## src/rtl/fetch_pkg.sv

```systemverilog
// Shared types and constants for the instruction fetch sequencer.
package fetch_pkg;

   typedef enum logic [1:0] {
      IDLE = 2'd0,
      RUN  = 2'd1,
      HALT = 2'd2
   } fetch_state_e;

   localparam logic [31:0] NOP_HALT_WORD = 32'h0000_0000;
   localparam logic [31:0] INST_BYTES    = 32'd4;

   // Queue entry layout: instruction word in the upper half, its PC below.
   typedef struct packed {
      logic [31:0] data;
      logic [31:0] pc;
   } fetch_entry_t;

endpackage

```

## src/rtl/fetch_sequencer_if.sv

```systemverilog
// Instruction-memory bus and decode handshake between the fetch sequencer and its neighbours.
interface fetch_sequencer_if;

   logic [31:0] readAddress;
   logic [31:0] instruction;
   logic        fimDoArquivo;
   logic        instValid;
   logic [31:0] instData;
   logic [31:0] instPc;
   logic        instReady;

   modport master (
      output readAddress, instValid, instData, instPc,
      input  instruction, fimDoArquivo, instReady
   );

   modport slave (
      input  readAddress, instValid, instData, instPc,
      output instruction, fimDoArquivo, instReady
   );

endinterface

```

## src/rtl/fetch_queue.sv

```systemverilog
// In-order circular instruction queue with flush; head reads as zero when empty.
module fetch_queue #(
   parameter int DEPTH = 2,
   parameter int PTR_W = $clog2(DEPTH)
) (
   input  logic        clk,
   input  logic        rst_n,
   input  logic        flush,
   input  logic        enq,
   input  logic [63:0] enqData,
   input  logic        deq,
   output logic        full,
   output logic        empty,
   output logic [63:0] headData
);

   localparam logic [PTR_W:0] DEPTH_C = (PTR_W + 1)'(DEPTH);

   logic [63:0]    mem_q [DEPTH];
   logic [PTR_W-1:0] rd_ptr_q, rd_ptr_d;
   logic [PTR_W-1:0] wr_ptr_q, wr_ptr_d;
   logic [PTR_W:0]   count_q, count_d;
   logic             do_enq, do_deq;

   assign full     = (count_q == DEPTH_C);
   assign empty    = (count_q == '0);
   assign headData = empty ? 64'h0 : mem_q[rd_ptr_q];

   // A dequeue frees the slot in the same cycle, so a full queue may still accept.
   assign do_deq = deq && !empty && !flush;
   assign do_enq = enq && !flush && (!full || do_deq);

   always_comb begin
      rd_ptr_d = rd_ptr_q;
      wr_ptr_d = wr_ptr_q;
      count_d  = count_q;
      if (flush) begin
         rd_ptr_d = '0;
         wr_ptr_d = '0;
         count_d  = '0;
      end else begin
         if (do_enq) wr_ptr_d = wr_ptr_q + 1'b1;
         if (do_deq) rd_ptr_d = rd_ptr_q + 1'b1;
         unique case ({do_enq, do_deq})
            2'b10:   count_d = count_q + 1'b1;
            2'b01:   count_d = count_q - 1'b1;
            default: count_d = count_q;
         endcase
      end
   end

   // NOTE: storage has no reset; entries are only visible through count/pointers, which are reset.
   always_ff @(posedge clk) begin
      if (do_enq) mem_q[wr_ptr_q] <= enqData;
   end

   always_ff @(posedge clk or negedge rst_n) begin
      if (!rst_n) begin
         rd_ptr_q <= '0;
         wr_ptr_q <= '0;
         count_q  <= '0;
      end else begin
         rd_ptr_q <= rd_ptr_d;
         wr_ptr_q <= wr_ptr_d;
         count_q  <= count_d;
      end
   end

endmodule

```

## src/rtl/fetch_sequencer.sv

```systemverilog
// Program counter, fetch FSM and fetch counter; feeds decode through fetch_queue.
module fetch_sequencer
   import fetch_pkg::*;
#(
   parameter logic [31:0] RESET_PC = 32'h0000_0000,
   parameter int          DEPTH    = 2,
   parameter int          PTR_W    = $clog2(DEPTH)
) (
   input  logic                clk,
   input  logic                rst_n,
   input  logic                start,
   fetch_sequencer_if.master   bus,
   input  logic                redirectValid,
   input  logic [31:0]         redirectTarget,
   output logic                halted,
   output logic                errMisaligned,
   output logic [31:0]         fetchCount
);

   fetch_state_e state_q, state_d;
   logic [31:0]  pc_q, pc_d;
   logic [31:0]  fetch_count_q, fetch_count_d;
   logic         err_q, err_d;

   logic         q_flush, q_enq, q_deq, q_full, q_empty;
   logic [63:0]  q_head_data;
   fetch_entry_t head, enq_entry;
   logic         target_aligned, end_of_program, space;

   fetch_queue #(.DEPTH(DEPTH), .PTR_W(PTR_W)) u_queue (
      .clk      (clk),
      .rst_n    (rst_n),
      .flush    (q_flush),
      .enq      (q_enq),
      .enqData  (enq_entry),
      .deq      (q_deq),
      .full     (q_full),
      .empty    (q_empty),
      .headData (q_head_data)
   );

   assign head             = q_head_data;
   assign enq_entry        = '{data: bus.instruction, pc: pc_q};
   assign bus.readAddress  = pc_q;
   assign bus.instValid    = !q_empty;
   assign bus.instData     = head.data;
   assign bus.instPc       = head.pc;
   assign halted           = (state_q == HALT) && q_empty;
   assign errMisaligned    = err_q;
   assign fetchCount       = fetch_count_q;

   assign q_deq          = bus.instValid && bus.instReady;
   assign target_aligned = (redirectTarget[1:0] == 2'b00);
   assign end_of_program = bus.fimDoArquivo || (bus.instruction == NOP_HALT_WORD);
   assign space          = !q_full || q_deq;

   // NOTE: every output of this block gets a default first so no latch is inferred.
   always_comb begin
      state_d       = state_q;
      pc_d          = pc_q;
      fetch_count_d = fetch_count_q;
      err_d         = err_q;
      q_flush       = 1'b0;
      q_enq         = 1'b0;
      unique case (state_q)
         IDLE: begin
            if (start) begin
               state_d       = RUN;
               pc_d          = RESET_PC;
               fetch_count_d = '0;
               q_flush       = 1'b1;
            end
         end
         RUN: begin
            if (redirectValid) begin
               q_flush = 1'b1;
               if (target_aligned) begin
                  pc_d = redirectTarget;
               end else begin
                  err_d   = 1'b1;
                  state_d = HALT;
               end
            end else if (end_of_program) begin
               state_d = HALT;
            end else if (space) begin
               q_enq         = 1'b1;
               pc_d          = pc_q + INST_BYTES;
               fetch_count_d = (fetch_count_q == 32'hFFFF_FFFF) ? fetch_count_q
                                                                : fetch_count_q + 32'd1;
            end
         end
         HALT: begin
            // A misaligned redirect here only flags the error; queued words keep draining.
            if (redirectValid) begin
               if (target_aligned) begin
                  q_flush = 1'b1;
                  pc_d    = redirectTarget;
                  state_d = RUN;
               end else begin
                  err_d = 1'b1;
               end
            end else if (start) begin
               state_d       = RUN;
               pc_d          = RESET_PC;
               fetch_count_d = '0;
               q_flush       = 1'b1;
            end
         end
         default: state_d = IDLE;
      endcase
   end

   // NOTE: sequential state uses non-blocking assignments only.
   always_ff @(posedge clk or negedge rst_n) begin
      if (!rst_n) begin
         state_q       <= IDLE;
         pc_q          <= RESET_PC;
         fetch_count_q <= '0;
         err_q         <= 1'b0;
      end else begin
         state_q       <= state_d;
         pc_q          <= pc_d;
         fetch_count_q <= fetch_count_d;
         err_q         <= err_d;
      end
   end

endmodule

```

## src/flat_wrapper.sv

```systemverilog
// flat-port wrapper written by rule: the top's interface ports become plain ports
module fetch_sequencer_flat import fetch_pkg::*;
#(
   parameter logic [31:0] RESET_PC = 32'h0000_0000,
   parameter int          DEPTH    = 2,
   parameter int          PTR_W    = $clog2(DEPTH)
)
  (clk, rst_n, start, redirectValid, redirectTarget, halted, errMisaligned, fetchCount, bus_readAddress, bus_instValid, bus_instData, bus_instPc, bus_instruction, bus_fimDoArquivo, bus_instReady);
  fetch_sequencer_if bus_i ();
  input  logic clk;
  input  logic rst_n;
  input  logic start;
  input  logic redirectValid;
  input  logic [31:0] redirectTarget;
  output logic halted;
  output logic errMisaligned;
  output logic [31:0] fetchCount;
  output wire logic [$bits(bus_i.readAddress)-1:0] bus_readAddress;
  output wire logic [$bits(bus_i.instValid)-1:0] bus_instValid;
  output wire logic [$bits(bus_i.instData)-1:0] bus_instData;
  output wire logic [$bits(bus_i.instPc)-1:0] bus_instPc;
  input wire logic [$bits(bus_i.instruction)-1:0] bus_instruction;
  input wire logic [$bits(bus_i.fimDoArquivo)-1:0] bus_fimDoArquivo;
  input wire logic [$bits(bus_i.instReady)-1:0] bus_instReady;
  assign bus_readAddress = bus_i.readAddress;
  assign bus_instValid = bus_i.instValid;
  assign bus_instData = bus_i.instData;
  assign bus_instPc = bus_i.instPc;
  assign bus_i.instruction = bus_instruction;
  assign bus_i.fimDoArquivo = bus_fimDoArquivo;
  assign bus_i.instReady = bus_instReady;
  fetch_sequencer #(.RESET_PC(RESET_PC), .DEPTH(DEPTH), .PTR_W(PTR_W)) u_core (.clk(clk), .rst_n(rst_n), .start(start), .bus(bus_i), .redirectValid(redirectValid), .redirectTarget(redirectTarget), .halted(halted), .errMisaligned(errMisaligned), .fetchCount(fetchCount));
endmodule
```

## config.mk

```make
export PLATFORM = sky130hd
export DESIGN_NAME = fetch_sequencer_flat
export DESIGN_NICKNAME = d
export VERILOG_FILES = /design/src/rtl/fetch_pkg.sv /design/src/rtl/fetch_sequencer_if.sv /design/src/rtl/fetch_queue.sv /design/src/rtl/fetch_sequencer.sv /design/src/flat_wrapper.sv
export SDC_FILE = /design/constraint.sdc
export NUM_CORES = 1
export LEC_CHECK = 0
export ABC_AREA = 1
export CAP_MARGIN = 20
export CORE_MARGIN = 10
export CORE_UTILIZATION = 45
export CTS_CLUSTER_SIZE = 28
export DETAILED_ROUTE_END_ITERATION = 10
export GPL_TIMING_DRIVEN = 1
export PLACE_DENSITY = 0.7
export SYNTH_ARGS = -nofsm -noshare
export SYNTH_HDL_FRONTEND = slang
export SYNTH_HIERARCHICAL = 1
export SYNTH_SLANG_ARGS = --single-unit
```

## constraint.sdc

```tcl
create_clock -name clk -period 6.07 [get_ports clk]
set_clock_uncertainty 0.1 [all_clocks]
set_input_delay 1.214 -clock clk [delete_from_list [all_inputs] [get_ports clk]]
set_output_delay 1.214 -clock clk [all_outputs]
set_load 0.02 [all_outputs]
```

# --- Word level (Yosys, flattened, before mapping) ---
# Memory sizes are Yosys's and may differ from the RTL's.
# Cells that the tools add are included.
op_classes:
  n_mux: 39
  bitwise_logic: 1
  add_sub_neg: 6
  eq_ne: 16
  n_reduce_logical: 25
op_table:
  columns: ["cell", "count"]
  rows:
  - ["$mux W32", 12]
  - ["$pmux W32 S3", 2]
  - ["$mux W64", 1]
  - ["$add A32 B1 Y32 const B", 1]
  - ["$add A32 B3 Y32 const B", 1]
  - ["$eq A32 B32 Y1 const B", 1]
  - ["$logic_not A32 Y1", 1]
  - ["$mux W1", 14]
  - ["$mux W2", 7]
  - ["$ne A3 B2 Y1 const B", 3]
  - ["$reduce_and A3 Y1", 3]
  - ["$ne A2 B2 Y1 const B", 4]
  - ["$eq A2 B2 Y1 const B", 3]
  - ["$logic_and A1 B1 Y1", 6]
  - ["$logic_not A2 Y1", 3]
  - ["$ne A3 B3 Y1 const B", 2]
  - ["$pmux W2 S3", 1]
  - ["$reduce_and A6 Y1", 1]
  - ["$reduce_bool A3 Y1", 2]
  - ["$eq A2 B1 Y1 const B", 2]
  - ["$pmux W2 S2", 1]
  - ["$reduce_bool A2 Y1", 2]
  - ["$logic_not A1 Y1", 3]
  - ["$logic_or A1 B1 Y1", 3]
  - ["7 further kinds", 8]
totals:
  n_memories: 1
  in_bits: 70
  register_bits: 71
  ramBits: 128
  elab_cells: 95
  output_inout_bits: 131
mem_list:
  columns: ["memory", "depth", "word_bits", "read_ports", "rd_ports_with_merged_regs", "write_ports", "line_no", "source"]
  rows:
  - ["u_core.u_queue.mem_q", 2, 64, 1, 0, 1, "fetch_queue.sv:19", "logic [63:0] mem_q [DEPTH];"]

# --- Logic depth before layout (Yosys ltp) ---
# Gate-level depths: netlist (run 1).
depth:
  depth_word: 13
  ltp_mapped: 14
  ltp_nobuf: 14

# --- By module ---
# The synthesis (run 1) kept the hierarchy.
by_module_without_submodules:
  columns: ["mod", "cells_each", "area_each_um2", "instances", "seq_area_each_um2"]
  rows:
  - ["fetch_sequencer", 1017, 5925.7, 1, 1676.6]
  - ["fetch_queue", 385, 5066.1, 1, 3943.8]

# --- Worst setup path after synthesis (run 1) ---
# No wires, ideal clock.
synth_path:
  path_type: "input to register"
  start: "input port redirectValid"
  end: "memory u_core.u_queue.mem_q[1][0], enable pin"
  arrival_time_ns: 4.936
  n_path_buf: 3
  slack_ns: 0.548
  setup_ns: 0.486
  t_required_ns: 5.484
  cell_stages: 10
  cell_sequence: "buf_2 inv_2 buf_2 buf_2 nand3_1 nor2_1 inv_1 nor2_1 o21ai_1 nor2_1"
synth_via:
  elab_cells_between_ends: 12
  cone_classes: "mux (7); reduce/logical (5)"
synth_rtl:
  columns: ["element", "line_no", "source"]
  rows:
  - ["start: declaration", "flat_wrapper.sv:13", "input logic redirectValid;"]
  - ["$mux W1", "fetch_sequencer.sv:75", "if (redirectValid) begin"]
  - ["$mux W1", "fetch_sequencer.sv:65", "unique case (state_q)"]
  - ["net u_core.q_enq", "fetch_sequencer.sv:25", "logic q_flush, q_enq, q_deq, q_full, q_empty;"]
  - ["$logic_and A1 B1 Y1 (2 in series)", "fetch_queue.sv:31", "assign do_enq = enq && !flush && (!full || do_deq);"]
  - ["$mux W1", "fetch_queue.sv:54", "if (do_enq) mem_q[wr_ptr_q] <= enqData;"]
  - ["$mux W1 (implied by the code)", "fetch_queue.sv:54", null]
  - ["end: declaration", "fetch_queue.sv:19", null]
# The timed path passes the listed nets, and every way through them passes these cells.

# --- Final worst setup path (run 1) ---
layout_path:
  start: "register u_core.u_queue.count_q[1]"
  end: "output port bus_instData[11]"
layout_via:
  elab_chain_len: 2
layout_lines:
  columns: ["element", "line_no", "source"]
  rows:
  - ["start: declaration", "fetch_queue.sv:22", "logic [PTR_W:0] count_q, count_d;"]
  - ["start signal: assignment", "fetch_queue.sv:65", "count_q <= count_d;"]
  - ["$logic_not A2 Y1", "fetch_queue.sv:26", "assign empty = (count_q == '0);"]
  - ["net u_core.q_empty", "fetch_sequencer.sv:25", null]
  - ["$mux W64", "fetch_queue.sv:27", "assign headData = empty ? 64'h0 : mem_q[rd_ptr_q];"]
  - ["end: declaration", "flat_wrapper.sv:20", "output wire logic [$bits(bus_i.instData)-1:0] bus_instData;"]
# The timed path passes the listed nets, and every way through them passes these cells.

==> flow_summary_export.csv, run 1 <==
group,metric,value,unit
run_status,status,"finished, final reports clean",
die,start_util,45.5,%
logic_synthesis,synth_area_leader_cell,"edfxtp_1",
layout,postLayoutCoreUtil,57.3,%
power_and_ir_drop,p_per_area,446,nW/um2
timing,finalHoldWorstSlack,0.416,ns
clock_network,post_cts_buffers,0,
layout,n_antenna_cell,0,
placement,place_area,13200,um2
logic_synthesis,synth.area.top_cells,"edfxtp_1 35%, nand2_1 18%, dfrtp_1 16%, nor2_1 5.0%, nand3_1 4.8%",
clock_network,cts_repair_resize_count,0,
placement,portBuffers,200,
detailed_routing,viasPerCell,5.32,
clock_network,clk_pin_slew,0.09,ns
die,rows,57,
logic_synthesis,syn_avg_cell_area,7.84,um2
grt,grt_max_degree,72,
timing,finalSetupViolations,0,
layout,num-nets-final,1647,
detailed_routing,drtIter0Drc,1193,
grt,grt_pass1_wl,53.1,mm
clock_network,clock_path_buffers,2,
clock_network,cts_tree,"yes",
clock_network,cts_max_level,4,
setup_path,worstPathRequired,4.76,ns
timing,max_freq,237,MHz
grt,gr-usage-all-layers,21.3,%
logic_synthesis,synth_top_area_share,35.0,%
detailed_routing,avgRoutedWirePerCell,17.6,um
logic_synthesis,synthFlopType,"edfxtp_1",
timing,hold_viol_final,0,
die,die_w,176,um
logic_synthesis,postSynthCellCount,1402,
detailed_routing,dr.pass1.iters,6,
clock_network,cts.sinks,199,
grt,grt_pass1_vias,9384,
layout,drive_above_1_share,4.99,%
setup_path,endpoint_kind,"output pin",
setup_path,arrival,2.91,ns
hold_path,hold_path.class,"reg2reg",
logic_synthesis,ys_warn_count,6,
setup_path,path_class,"reg2out",
timing,period_share,69.5,%
detailed_routing,drtAntennaViolNets,0,
timing,tightest_slew,0.983,ns
logic_synthesis,ys_async_sr_fraction,35.7,%
detailed_routing,vias,10100,
detailed_routing,drc,0,
timing,tns,0,ns
logic_synthesis,synth_area,11000,um2
layout,mostFrequentLayoutCells,"521 x nand2_1, 198 x clkdlybuf4s50_1, 144 x nor2_1",
timing,fin_crit,4.22,ns
detailed_routing,finalWirelength,33.6,mm
grt,antenna_found_initial,0,
setup_path,worst_setup_path_start_kind,"register",
placement,hpwl,22.9,mm
clock_network,hold_buffers,0,
timing,relSlewSlack,34.4,%
die,core-area,24200,um2
layout,design_area,13800,um2
timing,rsz0062_at_grt,"false",
timing,drv_slew,0,
run,drv_cap,0,
logic_synthesis,synthDistinctLibCells,43,
clock_network,cts_made_buffers,17,
logic_synthesis,synth_seq_cells,199,
die,dieArea,31100,um2
clock_network,clk_latency,0.46,ns
logic_synthesis,synth_nets,1478,
die,io_pins,201,
die,die_h,176,um
clock_network,root_buffer,"clkbuf_16",
logic_synthesis,ys_seq_area_share,51.1,%
layout,final_common_cell,"nand2_1",
power_and_ir_drop,ir_drop,260,uV
layout,areaGrowthSynthToFinish,25.9,%
logic_synthesis,synth_edf_count,128,
setup_path,path_max_fanout,37,
setup_path,r2r_slack,2.23,ns
placement,place_congestion,0.914,
grt,overflow,0,
layout,num-fill-cells,2179,
power_and_ir_drop,p_leak,5.44,nW
-- metal layers --
metal  wire length (um)  GRT usage (%)  part of all wire, %
met1              15400           30.6                   46
met2              15100           33.0                   45
met3               2810           4.16                  8.4
met4                242           3.85                 0.72
met5                  0              0                    0
-- critical path, stage by stage, from the launching register on --
cell	delay (ns)
dfrtp_1	0.46
nor2_4	0.74
buf_4	0.52
a21oi_1	0.15
clkdlybuf4s50_1	0.58
-- synthesized netlist by cell type, types with 13 or more instances --
| cell | instances |
|---|---|
| nor3_1 | 14 |
| edfxtp_1 | 128 |
| clkbuf_1 | 21 |
| dfrtp_1 | 71 |
| nor2_1 | 146 |
| xor2_1 | 16 |
| nand3_1 | 106 |
| o211ai_1 | 13 |
| buf_2 | 28 |
| a21oi_1 | 85 |
| o21ai_0 | 59 |
| inv_1 | 105 |
| nand2_1 | 521 |
-- state kept, by name, summed over array words and instances (netlist names) --
register and cells:
u_core/u_queue/wr_ptr_q 1, u_core/fetchCount 32, u_core/u_queue/mem_q 128, u_core/errMisaligned 1, u_core/u_queue/rd_ptr_q 1, u_core/bus.readAddress 32
u_core/u_queue/count_q 2, u_core/state_q 2
-- where the power goes --
group | internal (mW) | total (mW) | switching [mW] | leakage, nW
registers | 1.81 | 2.14 | 0.330 | 2.17
logic | 0.994 | 2.81 | 1.81 | 2.96
clock network | 0.612 | 1.23 | 0.615 | 0.312
total | 3.41 | 6.17 | 2.76 | 5.44
-- cell type report --
class	count	area (um2)	share of cell area (%)
clock inverters	15	221	1.60
clock buffers	17	425	3.07
flip-flops and latches	199	5620	40.6
repair buffers	212	2110	15.2
well taps	324	405	2.93
inverters	109	409	2.96
multi-input cells	1032	4650	33.6
-- per-stage QoR --
step / worst slack [ns] / power (mW) / cells
after floorplan: 0.548 / 3.76 / 1402
after global routing: 1.58 / 6.53 / 1908
final: 1.85 / 6.17 / 1908
after CTS: 1.82 / 6.20 / 1908
after detailed placement: 1.49 / 4.97 / 1876
after global placement: 1.55 / 4.92 / 1875
-- kinds of logic after synthesis --
logic type	count (synthesis)	synth area share (%)
compound gates	177	8.71
xor+xnor	22	1.75
fa+ha+maj	6	0.683
buf+inv	171	6.74
flops	199	51.1
simple gates	827	31.0
-- worst paths after layout --
check                      depth (start not counted)                          end                      start
max                                                4             bus_instData[11]  u_core/u_queue/count_q[1]
min                                                0   u_core/u_queue/mem_q[0][0]  u_core/bus.readAddress[0]
max reg2reg                                       14  u_core/u_queue/mem_q[0][38]          u_core/state_q[1]
min reg2reg                                        0   u_core/u_queue/mem_q[0][0]  u_core/bus.readAddress[0]
max in group asynchronous                          1      u_core/u_queue/rd_ptr_q                      rst_n
min in group asynchronous                          1        u_core/fetchCount[26]                      rst_n
(Power assumes the default switching activity.)
==> run 2: changes to the inputs <==
clock period = 4.08 ns   (was 6.07 ns; I/O delays follow)
==> flow_summary_export.csv, run 2 (synthesized netlist as in run 1, its figures left out) <==
group,metric,value,unit
run_status,status,"finished, final reports clean",
die,rows,57,
power_and_ir_drop,p_seq_share,34.8,%
detailed_routing,drtIter0Drc,952,
setup_path,path_class,"reg2out",
power_and_ir_drop,p_comb_share,46.6,%
detailed_routing,viasPerCell,5.29,
layout,num-nets-final,1651,
clock_network,cts_repair_resize_count,0,
timing,tightest_slew,0.992,ns
hold_path,hold_path.class,"reg2reg",
detailed_routing,dr.pass1.iters,6,
placement,portBuffers,200,
clock_network,hold_buffers,0,
grt,antenna_found_initial,0,
power_and_ir_drop,ir_drop,349,uV
layout,mostFrequentLayoutCells,"521 x nand2_1, 199 x clkdlybuf4s50_1, 144 x nor2_1",
layout,n_antenna_cell,0,
timing,fin_crit,3.52,ns
setup_path,worstPathRequired,3.16,ns
setup_path,path_max_fanout,40,
die,die_w,176,um
power_and_ir_drop,p_per_area,655,nW/um2
timing,tns,0,ns
layout,num-fill-cells,2223,
run,drv_cap,0,
setup_path,crit_chain,"nor2_4 -> buf_12 -> a21oi_1 -> clkdlybuf4s50_1",
setup_path,cp_slowest_stage_delay,0.72,ns
clock_network,cts_made_buffers,17,
clock_network,cts_max_level,4,
clock_network,clk_latency,0.45,ns
clock_network,clk_pin_slew,0.09,ns
setup_path,arrival,2.60,ns
placement,preCtsSetupSlack,0.547,ns
placement,place_area,13300,um2
timing,period_share,86.3,%
power_and_ir_drop,switching_share,44.5,%
timing,fin_ws,0.561,ns
layout,areaGrowthSynthToFinish,25.9,%
setup_path,endpoint_kind,"output pin",
power_and_ir_drop,switching_power,4.03,mW
die,die_h,176,um
die,dieArea,31100,um2
power_and_ir_drop,intPower,5.03,mW
clock_network,clock_path_buffers,2,
detailed_routing,drc,0,
grt,overflow,0,
timing,max_freq,284,MHz
placement,hpwl,23.2,mm
layout,top_register,"u_core/u_queue/mem_q",
die,core-area,24200,um2
placement,place_congestion,0.921,
grt,grt_pass1_vias,9598,
clock_network,post_cts_buffers,0,
detailed_routing,drtAntennaViolNets,0,
power_and_ir_drop,clkPwrFrac,18.5,%
timing,finalHoldWorstSlack,0.396,ns
timing,relSlewSlack,33.8,%
grt,grt_max_degree,72,
power_and_ir_drop,p_leak,5.43,nW
grt,gr-usage-all-layers,21.3,%
detailed_routing,avgRoutedWirePerCell,17.4,um
grt,grt_pass1_wl,52.9,mm
clock_network,cts.sinks,199,
layout,drive_above_1_share,5.16,%
setup_path,worst_setup_path_start_kind,"register",
timing,drv_slew,0,
layout,design_area,13800,um2
die,io_pins,201,
clock_network,root_buffer,"clkbuf_16",
timing,hold_viol_final,0,
setup_path,cpMaxStageDelayCell,"nor2_4",
timing,finalSetupViolations,0,
layout,final_common_cell,"nand2_1",
detailed_routing,finalWirelength,33.3,mm
timing,rsz0062_at_grt,"false",
detailed_routing,vias,10100,
layout,largest_reg_flops,128,
clock_network,cts_tree,"yes",
die,start_util,45.5,%
==> run 2: cell count changes in the layout (fill, tap and decap cells not counted), moves of 2 or more <==
cell	delta
clkinvlp_4	+2
clkinv_8	-2
clkinv_2	+2
buf_4	+2
buf_12	+2
==> run 2: worst paths after layout <==
path                                              end  slack [ns]  cells after the start                       from
setup / recovery                       bus_instPc[25]        0.56                      4  u_core/u_queue/count_q[1]
hold / removal                   u_core/errMisaligned        0.40                      1       u_core/errMisaligned
setup reg to reg           u_core/u_queue/mem_q[0][2]        1.05                     11          u_core/state_q[1]
hold reg to reg                  u_core/errMisaligned        0.40                      1       u_core/errMisaligned
max in group asynchronous  u_core/bus.readAddress[29]        2.79                      1                      rst_n
min in group asynchronous       u_core/fetchCount[15]        0.42                      1                      rst_n
==> run 2: cell type report <==
class	instances	area (um2)	share of cell area, %
multi-input combinational	1032	4650	33.6
clock inverter	15	159	1.15
sequential	199	5620	40.6
inverter	109	409	2.96
clock buffer	17	425	3.07
tap	324	405	2.93
timing repair buffer	216	2170	15.7
==> run 2: metrics by stage <==
step / instances / total power [mW] / util [%]
detailed placement: 1880 / 7.43 / 54.8
CTS: 1912 / 9.12 / 57.2
global route: 1912 / 9.61 / 57.2
global placement: 1880 / 7.37 / 54.8
finish: 1912 / 9.06 / 57.2
floorplan: 1402 / 5.59 / -
==> run 2: power groups by stage <==
| stage | clock network (mW) | logic [mW] | registers (mW) |
|---|---|---|---|
| detailed placement | 0 | 4.23 | 3.19 |
| finish | 1.68 | 4.23 | 3.16 |
| global route | 1.79 | 4.60 | 3.22 |
| floorplan | 0 | 2.40 | 3.19 |
| global placement | 0 | 4.19 | 3.17 |
| CTS | 1.72 | 4.24 | 3.15 |
==> run 2: metal layers <==
| metal | global-route usage (%) | vias to the layer above | routed length [um] |
|---|---|---|---|
| li1 | - | 4920 | - |
| met1 | 30.3 | 4722 | 15100 |
| met2 | 32.2 | 446 | 14700 |
| met3 | 4.38 | 35 | 2960 |
| met4 | 6.15 | 0 | 555 |
| met5 | 0 | - | 0 |
==> run 2: critical path: cells and delay by family, from the launching register on <==
kind | cells | cell delay [ns]
buf+inv | 2 | 0.90
compound gates | 1 | 0.07
simple gates | 1 | 0.72
flops | 1 | 0.45
==> run 3: changes to the inputs <==
clock period = 3.91 ns   (was 4.08 ns; I/O delays follow)
==> flow_summary_export.csv, run 3 (synthesized netlist as in run 1, its figures left out) <==
group,metric,value,unit
run_status,status,"finished, final reports clean",
detailed_routing,highest_layer,"met4",
timing,period_share,88.6,%
layout,mostFrequentLayoutCells,"521 x nand2_1, 198 x clkdlybuf4s50_1, 144 x nor2_1",
placement,place_area,13300,um2
detailed_routing,vias,9999,
detailed_routing,dr.pass1.iters,5,
detailed_routing,wl_met3,2.65,mm
clock_network,clk_latency,0.45,ns
die,dieArea,31100,um2
die,die_h,176,um
grt,grt_pass1_wl,52.0,mm
power_and_ir_drop,p_per_area,685,nW/um2
grt,gr-usage-all-layers,20.9,%
grt,antenna_found_initial,0,
timing,rsz0062_at_grt,"false",
clock_network,cts_made_buffers,17,
timing,tightest_slew,0.965,ns
setup_path,worst_setup_path_endpoint,"bus_instData[27]",
detailed_routing,drtAntennaViolNets,0,
layout,top_register,"u_core/u_queue/mem_q",
setup_path,r2r_slack,1.01,ns
detailed_routing,wl_met2,14.9,mm
setup_path,worst-r2r-cell-count,11,
clock_network,clock_path_buffers,2,
grt,overflow,0,
layout,n_antenna_cell,0,
setup_path,path_class,"reg2out",
layout,drive_above_1_share,5.46,%
die,start_util,45.5,%
setup_path,worst_setup_path_start_kind,"register",
setup_path,endpoint_kind,"output pin",
setup_path,worstPathRequired,3.03,ns
clock_network,root_buffer,"clkbuf_16",
detailed_routing,wl_met1,15.0,mm
setup_path,timing.rr.start,"u_core/u_queue/count_q[0]",
power_and_ir_drop,ir_drop,462,uV
timing,hold_viol_final,0,
layout,design_area,13900,um2
die,core-area,24200,um2
detailed_routing,viasPerCell,5.22,
timing,relSlewSlack,35.6,%
grt,grt_max_degree,72,
layout,largest_reg_flops,128,
grt,grt_pass1_vias,9338,
layout,num-nets-final,1655,
clock_network,cts_tree,"yes",
detailed_routing,avgRoutedWirePerCell,17.1,um
die,rows,57,
detailed_routing,drc,0,
timing,max_freq,289,MHz
hold_path,worstHoldStart,"u_core/errMisaligned",
layout,areaGrowthSynthToFinish,26.2,%
detailed_routing,drtIter0Drc,978,
clock_network,clk_pin_slew,0.08,ns
timing,drv_slew,0,
timing,tns,0,ns
power_and_ir_drop,p_leak,5.46,nW
detailed_routing,finalWirelength,32.8,mm
clock_network,cts_repair_resize_count,0,
timing,fin_crit,3.46,ns
placement,place_congestion,0.927,
setup_path,timing.rr.end,"u_core/u_queue/mem_q[0][19]",
timing,finalSetupViolations,0,
clock_network,cts_max_level,4,
placement,hpwl,23.0,mm
clock_network,hold_buffers,0,
layout,final_common_cell,"nand2_1",
placement,portBuffers,200,
setup_path,arrival,2.58,ns
clock_network,post_cts_buffers,0,
clock_network,cts.sinks,199,
die,die_w,176,um
setup_path,path_max_fanout,26,
die,io_pins,201,
setup_path,critPathLaunch,"u_core/u_queue/rd_ptr_q",
run,drv_cap,0,
hold_path,hold_path.class,"reg2reg",
## run 3: worst max-delay path, cell delays in order, from the launching register on
cell and delay [ns]:
dfrtp_2 0.46, inv_2 0.40, buf_12 0.24, nand2_1 0.07, a21oi_1 0.27, clkdlybuf4s50_1 0.67
## run 3: final cells by class
| cell class | count | area (um2) |
|---|---|---|
| clock buffers | 17 | 425 |
| flip-flops and latches | 199 | 5620 |
| well taps | 324 | 405 |
| multi-input cells | 1032 | 4650 |
| repair buffers | 220 | 2190 |
| inverters | 109 | 409 |
| clock inverters | 15 | 171 |
| fillers | 2189 | 10300 |
## run 3: through the flow
| stage | setup WS [ns] | total power [mW] | hold slack [ns] | utilization, % | instances |
|---|---|---|---|---|---|
| 2_1_floorplan | 0.0612 | 5.84 | 0.386 | - | 1402 |
| 3_3_place_gp | 0.495 | 7.71 | 0.358 | 54.9 | 1884 |
| 3_5_place_dp | 0.408 | 7.77 | 0.358 | 54.9 | 1884 |
| 4_1_cts | 0.390 | 9.57 | 0.387 | 57.4 | 1916 |
| 5_1_grt | 0.307 | 10.1 | 0.423 | 57.4 | 1916 |
| 6_report | 0.446 | 9.50 | 0.382 | 57.4 | 1916 |
## run 3: layer usage
layer,vias to the layer above,global-route usage [%]
met3,19,4.10
met2,383,32.6
met5,-,0
li1,4919,-
met1,4678,29.8
met4,0,4.06
## run 3: how the worst min path moves through the flow
stage,endpoint,cells after the start,slack (ns)
after global routing,u_core/errMisaligned,1,0.42
after floorplan,u_core/bus.readAddress[0],0,0.39
after CTS,u_core/errMisaligned,1,0.39
after global placement,u_core/errMisaligned,1,0.36
after detailed placement,u_core/errMisaligned,1,0.36
final,u_core/errMisaligned,1,0.38
## run 3: report_power, final
group	internal [mW]	total [mW]	switching (mW)
clock	0.870	1.78	0.911
sequential	2.81	3.28	0.480
combinational	1.60	4.44	2.83
